### config.mk
export PLATFORM = sky130hd
export DESIGN_NAME = hamming_encoder_38_32
export DESIGN_NICKNAME = d
export VERILOG_FILES = /design/src/rtl/hamming_pkg.sv /design/src/rtl/hamming_parity_gen.sv /design/src/rtl/hamming_encoder_38_32.sv
export SDC_FILE = /design/constraint.sdc
export NUM_CORES = 1
export LEC_CHECK = 0
export CAP_MARGIN = 0
export CELL_PAD_IN_SITES_DETAIL_PLACEMENT = 2
export CELL_PAD_IN_SITES_GLOBAL_PLACEMENT = 2
export CORE_MARGIN = 1
export CORE_UTILIZATION = 27
export CTS_CLUSTER_DIAMETER = 100
export DETAILED_ROUTE_END_ITERATION = 10
export PLACE_DENSITY_LB_ADDON = 0.1
export SETUP_SLACK_MARGIN = 0.5
export SLEW_MARGIN = 20
export SYNTH_ARGS = -nofsm -noshare
export SYNTH_HDL_FRONTEND = slang
export SYNTH_SLANG_ARGS = --single-unit
### constraint.sdc
create_clock -name clk -period 1.85 [get_ports clk]
set_input_delay 0.37 -clock clk [delete_from_list [all_inputs] [get_ports clk]]
set_output_delay 0.37 -clock clk [all_outputs]
set_load 0.005 [all_outputs]
### src/rtl/hamming_pkg.sv
// rtl/hamming_pkg.sv - shared (38,32) Hamming layout: widths, parity/data positions, coverage masks
// Encoder and decoder both import this so the codeword layout lives in one place.
package hamming_pkg;

  localparam int unsigned DATA_W = 32;
  localparam int unsigned PAR_W  = 6;
  localparam int unsigned CODE_W = DATA_W + PAR_W;

  // Positions are 1-based; codeword bit (pos-1) holds position pos.
  localparam int unsigned PARITY_POS [PAR_W] = '{1, 2, 4, 8, 16, 32};

  localparam int unsigned DATA_POS [DATA_W] = '{
     3,  5,  6,  7,  9, 10, 11, 12, 13, 14, 15,
    17, 18, 19, 20, 21, 22, 23, 24, 25, 26, 27, 28, 29, 30, 31,
    33, 34, 35, 36, 37, 38
  };

  // Codeword bits whose position index has bit k set.
  function automatic logic [CODE_W-1:0] cover_mask(input int unsigned k);
    logic [CODE_W-1:0] m;
    m = '0;
    for (int unsigned p = 1; p <= CODE_W; p++) begin
      m[p-1] = p[k];
    end
    return m;
  endfunction

  // XOR of the positions of all set bits; zero for a clean codeword,
  // the flipped position for a single-bit error.
  function automatic logic [PAR_W-1:0] syndrome(input logic [CODE_W-1:0] code);
    logic [PAR_W-1:0] s;
    s = '0;
    for (int unsigned p = 1; p <= CODE_W; p++) begin
      if (code[p-1]) s = s ^ PAR_W'(p);
    end
    return s;
  endfunction

endpackage

### src/rtl/hamming_parity_gen.sv
// rtl/hamming_parity_gen.sv - combinational data placement and even-parity generation
// Produces the unregistered 38-bit codeword for a 32-bit data word.
module hamming_parity_gen
  import hamming_pkg::*;
(
  input  logic [DATA_W-1:0] data,
  output logic [CODE_W-1:0] codeword
);

  logic [CODE_W-1:0] placed;

  always_comb begin
    placed = '0;
    for (int unsigned i = 0; i < DATA_W; i++) begin
      placed[DATA_POS[i]-1] = data[i];
    end
    // Parity positions are zero in placed, so masking it never folds parity into parity.
    codeword = placed;
    for (int unsigned k = 0; k < PAR_W; k++) begin
      codeword[PARITY_POS[k]-1] = ^(placed & cover_mask(k));
    end
  end

endmodule

### src/rtl/hamming_encoder_38_32.sv
// rtl/hamming_encoder_38_32.sv - registered (38,32) SEC encoder, 1-cycle latency
// HAMMING_SECDED_EN adds registered overall parity output parity_all for SECDED (39,32).
module hamming_encoder_38_32
  import hamming_pkg::*;
(
  input  logic              clk,
  input  logic              rst,
  input  logic              in_valid,
  input  logic [DATA_W-1:0] data_in,
  output logic              out_valid,
  output logic [CODE_W-1:0] data_out
`ifdef HAMMING_SECDED_EN
  ,
  output logic              parity_all
`endif
);

  logic [CODE_W-1:0] code_next;

  hamming_parity_gen u_parity_gen (
    .data     (data_in),
    .codeword (code_next)
  );

  // Load only on in_valid so idle-cycle data_in never reaches the register.
  always_ff @(posedge clk) begin
    if (rst) begin
      out_valid <= 1'b0;
      data_out  <= '0;
    end else begin
      out_valid <= in_valid;
      if (in_valid) data_out <= code_next;
    end
  end

`ifdef HAMMING_SECDED_EN
  always_ff @(posedge clk) begin
    if (rst) begin
      parity_all <= 1'b0;
    end else if (in_valid) begin
      parity_all <= ^code_next;
    end
  end
`endif

endmodule

==> results by group, run 1 <==
Outcome
  • Status: completed

Detailed routing
  • Antenna-violating nets left: 0
  • Starting DRT DRC Count: 13
  • Via count: between 1.5k and 2k
  • Residual DRC count: 0
  • Via/cell ratio: roughly 4.2
  • WL/cell: approximately 16 um
  • Routed WL: between 5000 and 6000 um
  • DR pass1 iterations: 2

Critical path
  • Setup crit end: data_out[15]$_SDFFE_PP0P_
  • CP Launch Type: input port
  • Worst reg2reg path endpoint: data_out[0]$_SDFFE_PP0P_
  • R2R depth: 2
  • Crit Path Max Fanout: 2
  • WP data arrival: ~1600 ps
  • FF-to-FF setup slack: ~1200 ps
  • Start point of the critical path: data_in[15]
  • Crit path kind: input port to flip-flop
  • Reg-to-Reg Start: data_out[0]$_SDFFE_PP0P_
  • Data required time of the worst path: 2030 ps
  • Crit path capture type: flip-flop

Final layout
  • N_diodes: 0
  • Share of post-route cells with drive strength above 1: a little over two fifths
  • Net count reported at finish: around 310
  • Area of the multi-input gates: 1440 um^2
  • Synth-to-Final Area Change: 68.7%
  • Register Area: ~800 um^2
  • Fillers: between 700 and 800

STA
  • Final period util: a little under 80%
  • Worst-Margin Slew: about 460 ps
  • Setup violators final: 0
  • Setup WS post-layout: approximately 400 ps
  • Slew margin rel.: a little over two thirds
  • Final hold viol count: 0
  • Fin. max-slew vios: 0
  • RSZ-0062 raised after global routing: true
  • Worst clock skew: 0 ps
  • Fin Hold WS: 317 ps
  • Fmax: around 700 MHz
  • Tmin final: around 1400 ps

CTS
  • Number of H-tree levels: 2
  • CTS tree: done
  • CTS buffer count: 5
  • Clock sinks: 39
  • Root buf cell: clkbuf_8
  • Max Root-Sink Buffers: 2
  • Worst-skew pair later-pin latency: 300 ps
  • Clk pin slew, worst setup/hold paths: roughly 80 ps

Power
  • P_leak: 1.69 nW
  • Worst VDD drop: roughly 0.00033 V
  • Pwr Density: between 700 and 800 nW/um^2

Yosys
  • Post-Syn Area: roughly 2000 um^2
  • Yosys warnings: 0
  • Register area share after synthesis: approximately 39%
  • Distinct cells, synth: 13
  • Area leader, netlist: dfxtp_1
  • Synth Register Bits: 39
  • Syn nets: 211
  • Syn_area_per_cell: between 10 and 15 um^2
  • Yosys top cell area share: between 30 and 40%
  • Main area contributors after synthesis: dfxtp_1 (39%), mux2i_1 (17%), xnor2_1 (14%), xnor3_1 (11%), nor2_1 (7.2%)
  • Syn Inst Count: between 150 and 200

GRT
  • Vias in the first global route: around 1.7k
  • Grt ovf: 0
  • Largest net degree at the start of global routing: between 40 and 50
  • Initial antenna violation count: 0
  • GRT Total Usage: between 10% and 20%
  • First-pass GRT wire length: 8750 um

Floorplanning
  • Die height: 87.7 um
  • Row count: 30
  • DIE AREA: ~7700 um^2
  • # IOs: 74
  • Core Footprint: 6940 um^2
  • Die X: between 80 and 90 um
  • Starting density of the core: between 20% and 30%

Place
  • Final Wtd Congestion: between 0.6 and 0.7
  • I/O Buffers: 73
  • Pre-CTS setup slack: -371 ps
  • HPWL Detailed: between 3000 and 4000 um

Worst hold path
  • Hold WC Path Type: input port to flip-flop
  • Hold path startpoint: data_in[11]

Run
  • MaxCap Viol Count: 0
==> state kept, by name, summed over array words and instances, names as in the netlist <==
name	flops
out_valid	1
data_out	38
==> routing by layer <==
metal | vias to the layer above | track usage (%) | wire length [um]
li1 | 773 | - | -
met1 | 771 | 18.0 | 2400
met2 | 42 | 27.8 | 3130
met3 | 5 | 4.15 | 280
met4 | 0 | 3.58 | 42
met5 | - | 0 | 0
==> report_power, final <==
group	total (mW)	internal [mW]	leakage [nW]	switching, mW
clock network	0.656	0.341	0.0515	0.315
logic	0.973	0.590	1.31	0.383
registers	0.951	0.917	0.328	0.0340
total	2.58	1.85	1.69	0.732
==> metrics by stage <==
stage | instance area (um^2) | util [%] | setup TNS (ps) | power (mW) | std cells
final | 3340 | 48.1 | 0 | 2.58 | 375
after global routing | 3340 | 48.1 | 0 | 2.71 | 375
after CTS | 3240 | 46.6 | 0 | 2.54 | 370
after detailed placement | 3050 | 44.0 | -1630 | 1.89 | 360
after global placement | 3050 | 44.0 | -1560 | 1.88 | 360
after floorplan | 2060 | - | 0 | 1.50 | 176
==> worst min-delay path by stage <==
stage                                      to  slack (ps)  depth (start not counted)
finish              data_out[16]$_SDFFE_PP0P_         320                          3
detailed placement   data_out[7]$_SDFFE_PP0P_         480                          2
floorplan           data_out[10]$_SDFFE_PP0P_         490                          2
global route        data_out[16]$_SDFFE_PP0P_         340                          3
CTS                 data_out[28]$_SDFFE_PP0P_         350                          3
global placement     data_out[4]$_SDFFE_PP0P_         470                          2
==> layout make-up <==
type | count | share of cell area, %
multi-input combinational | 128 | 43.1
tap | 96 | 3.59
clock buffer | 8 | 2.99
sequential | 39 | 23.9
timing repair buffer | 104 | 26.4
==> cell usage after synthesis <==
| cell type | count |
|---|---|
| nor2_1 | 38 |
| a211oi_2 | 3 |
| clkbuf_1 | 5 |
| buf_2 | 3 |
| xnor3_1 | 10 |
| xor2_1 | 4 |
| dfxtp_1 | 39 |
| nor2b_1 | 1 |
| xnor2_2 | 6 |
| xnor2_1 | 31 |
| a211oi_1 | 1 |
| buf_1 | 1 |
| mux2i_1 | 34 |
==> cells in the final DEF, fill, tap and decap left out <==
cell              n
dlygate4sd2_1    43
nor2_1           38
mux2i_1          34
buf_4            26
dfxtp_1          24
xnor2_2          19
dfxtp_2          15
buf_2            13
xnor2_1          10
xnor3_1          10
buf_6            10
xnor2_4           8
clkbuf_8          7
clkbuf_2          5
xor2_2            4
a211oi_2          3
buf_8             3
clkdlybuf4s15_2   2
buf_12            2
nor2b_1           1
a211oi_1          1
clkbuf_1          1
==> worst max-delay path, cell delays in order <==
cell and delay (ps):
buf_8 110, xnor2_4 190, xnor3_1 440, xnor3_1 330, mux2i_1 140, nor2_1 50
==> cell families (layout without fill, tap and decap cells) <==
group / after synthesis / in the layout / share of synthesized area, %
xor+xnor: 51 / 51 / 31.8
mux: 34 / 34 / 17.2
compound gates: 4 / 4 / 2.27
flops: 39 / 39 / 39.4
simple gates: 39 / 39 / 7.51
buf+inv: 9 / 112 / 1.89
==> what timing repair did <==
item | 4_1_cts | 5_1_grt
gates cloned | 0 | 0
setup buffers | 2 | 5
hold buffers | 0 | 0
resized for setup | 174 | 44
endpoints found under the setup margin | 45 | 5
pin swaps | 37 | 30
Note: power is estimated with default switching activity, not from simulation.
==> inputs of run 2 (changes only) <==
- CORE_UTILIZATION: 27 -> 24
- clock period: 1.85 -> 1.2 ns (I/O delays scaled with it)
==> results by group, run 2 (synthesized netlist as in run 1, its figures left out) <==
Outcome
  • Status: finished with violations
  • Failing checks: setup timing

Final layout
  • Net count reported at finish: 333
  • Register Area: a little over 800 um^2
  • Most frequent cells in the layout: buf_6 (40), nor2_1 (38), dfxtp_2 (38)
  • Final core utilization: 47.2%
  • Largest regs: data_out x38, out_valid x1
  • Fillers: 817
  • Commonest non-fill, non-tap cell in the layout: buf_6
  • N_diodes: 0
  • Finished Layout Cells: roughly 400
  • Fin area: between 3000 and 4000 um^2
  • Number of flip-flops under the largest register name: 38
  • Synth-to-Final Area Change: 86.9%
  • Share of post-route cells with drive strength above 1: 65.9%
  • Largest register by flop count: data_out
  • Area of the multi-input gates: about 1500 um^2

Critical path
  • CP bufs+invs: 3
  • Data required time of the worst path: about 1400 ps
  • Max stage delay on crit path: between 300 and 400 ps
  • WP data arrival: between 1500 and 2000 ps
  • CP Launch Type: input port
  • Crit Path Max Fanout: 2
  • Worst path cell trace: buf_8, xnor2_4, buf_6, buf_6, xnor2_2, xnor3_1, xnor2_2, a211oi_2
  • Family with the most delay on the worst path: XOR/XNOR gates
  • Crit path kind: input port to flip-flop
  • Crit path capture type: flip-flop
  • Worst path slowest cell: xnor3_1

Power
  • P_leak: roughly 1.8 nW
  • Worst VDD drop: 0.000445 V
  • Pwr Density: around 1100 nW/um^2

Detailed routing
  • Antenna-violating nets left: 0
  • Max layer used: met4
  • Residual DRC count: 0
  • Starting DRT DRC Count: 20
  • DR pass1 iterations: 2
  • Met3 routed WL: ~340 um
  • Via/cell ratio: around 4.2
  • Via count: between 1.5k and 2k
  • DR WL met2: 3410 um
  • Metal1 wirelength: 2960 um
  • WL/cell: approximately 17 um
  • Routed WL: between 6000 and 7000 um

Place
  • HPWL Detailed: slightly above 4000 um
  • Placed cell areas: about 3100 um^2
  • I/O Buffers: 73
  • Final Wtd Congestion: between 0.6 and 0.7
  • Post-Place Cells: 368

Floorplanning
  • Die height: around 93 um
  • Core Footprint: about 8000 um^2
  • DIE AREA: around 8600 um^2
  • Starting density of the core: ~25%
  • # IOs: between 70 and 80
  • Row count: 32
  • Die X: slightly above 90 um

CTS
  • Worst-skew pair later-pin latency: between 200 and 300 ps
  • Clk pin slew, worst setup/hold paths: 90 ps
  • # hold bufs at CTS: 0
  • Max Root-Sink Buffers: 2
  • Number of H-tree levels: 2
  • CTS tree: done
  • Clock sinks: 39
  • CTS buffer count: 5
  • Root buf cell: clkbuf_8

STA
  • Final hold viol count: 0
  • Fin. max-slew vios: 0
  • Worst clock skew: 0 ps
  • Slew margin rel.: 81.0%
  • Worst-Margin Slew: approximately 280 ps
  • Tmin final: 1460 ps
  • Setup WS post-layout: -264 ps
  • RSZ-0062 raised after global routing: true
  • Fmax: 683 MHz
  • Final period util: 122%
  • Setup violators final: 5
  • Fin Hold WS: between 150 and 200 ps

GRT
  • Vias in the first global route: 1816
  • Grt ovf: 0
  • Initial antenna violation count: 0
  • GRT Total Usage: 15.5%
  • First-pass GRT wire length: roughly 10000 um
  • Largest net degree at the start of global routing: 20

Worst hold path
  • Hold WC Path Type: input port to flip-flop

Run
  • MaxCap Viol Count: 0
[run 2: changes by cell type in the layout (fill, tap and decap cells not counted), sizes merged]
cell           before  now
buf                54  107
bufbuf              0    1
clkbuf             13   14
clkdlybuf4s15       2    5
clkinv              0    1
clkinvlp            0    1
dlygate4sd2        43    3
[run 2: path summary, 6_finish.rpt]
| path | startpoint | to | slack (ps) | depth (start not counted) |
|---|---|---|---|---|
| max | data_in[11] | data_out[0]$_SDFFE_PP0P_ | -260 | 8 |
| min | data_in[9] | data_out[13]$_SDFFE_PP0P_ | 190 | 3 |
| max reg2reg | data_out[32]$_SDFFE_PP0P_ | data_out[32]$_SDFFE_PP0P_ | 330 | 4 |
| min reg2reg | data_out[18]$_SDFFE_PP0P_ | data_out[18]$_SDFFE_PP0P_ | 490 | 2 |
[run 2: cell type report]
class                           count  area share (%)
Multi-Input combinational cell    128            39.1
Tap cell                          102            3.44
Clock inverter                      2           0.338
Sequential cell                    39            22.4
Timing Repair Buffer              124            32.8
Clock buffer                        6            1.96
[run 2: stage by stage]
step	setup WS, ps	power [mW]	TNS, ps
after global placement	-840	2.93	-4560
after detailed placement	-888	2.95	-4890
final	-264	4.22	-779
after global routing	-290	4.42	-936
after floorplan	-127	2.35	-620
after CTS	-350	4.07	-1510
[run 2: power breakdown]
group          leakage, nW  switching [mW]  internal (mW)
clock network       0.0412           0.492          0.407
registers            0.335          0.0734           1.43
logic                 1.42           0.681           1.13
total                 1.80            1.25           2.97
[run 2: what timing repair did]
item | in CTS | in global routing
setup endpoints to repair | 78 | 65
resized for setup | 320 | 80
setup buffers | 9 | 11
cloned | 4 | 1
pin swaps | 38 | 37
[run 2: worst reg2reg max path: cells and delay by family, from the launching register on]
family | cells | cell delay (ps)
flip-flops | 1 | 330
buffers and inverters | 2 | 210
multiplexers | 1 | 150
AND/OR/NAND/NOR | 1 | 80
[run 2: layer usage]
layer | vias up | global-route usage (%)
met3 | 6 | 3.69
met5 | - | 0
met1 | 805 | 20.5
met4 | 0 | 4.62
li1 | 825 | -
met2 | 49 | 25.1
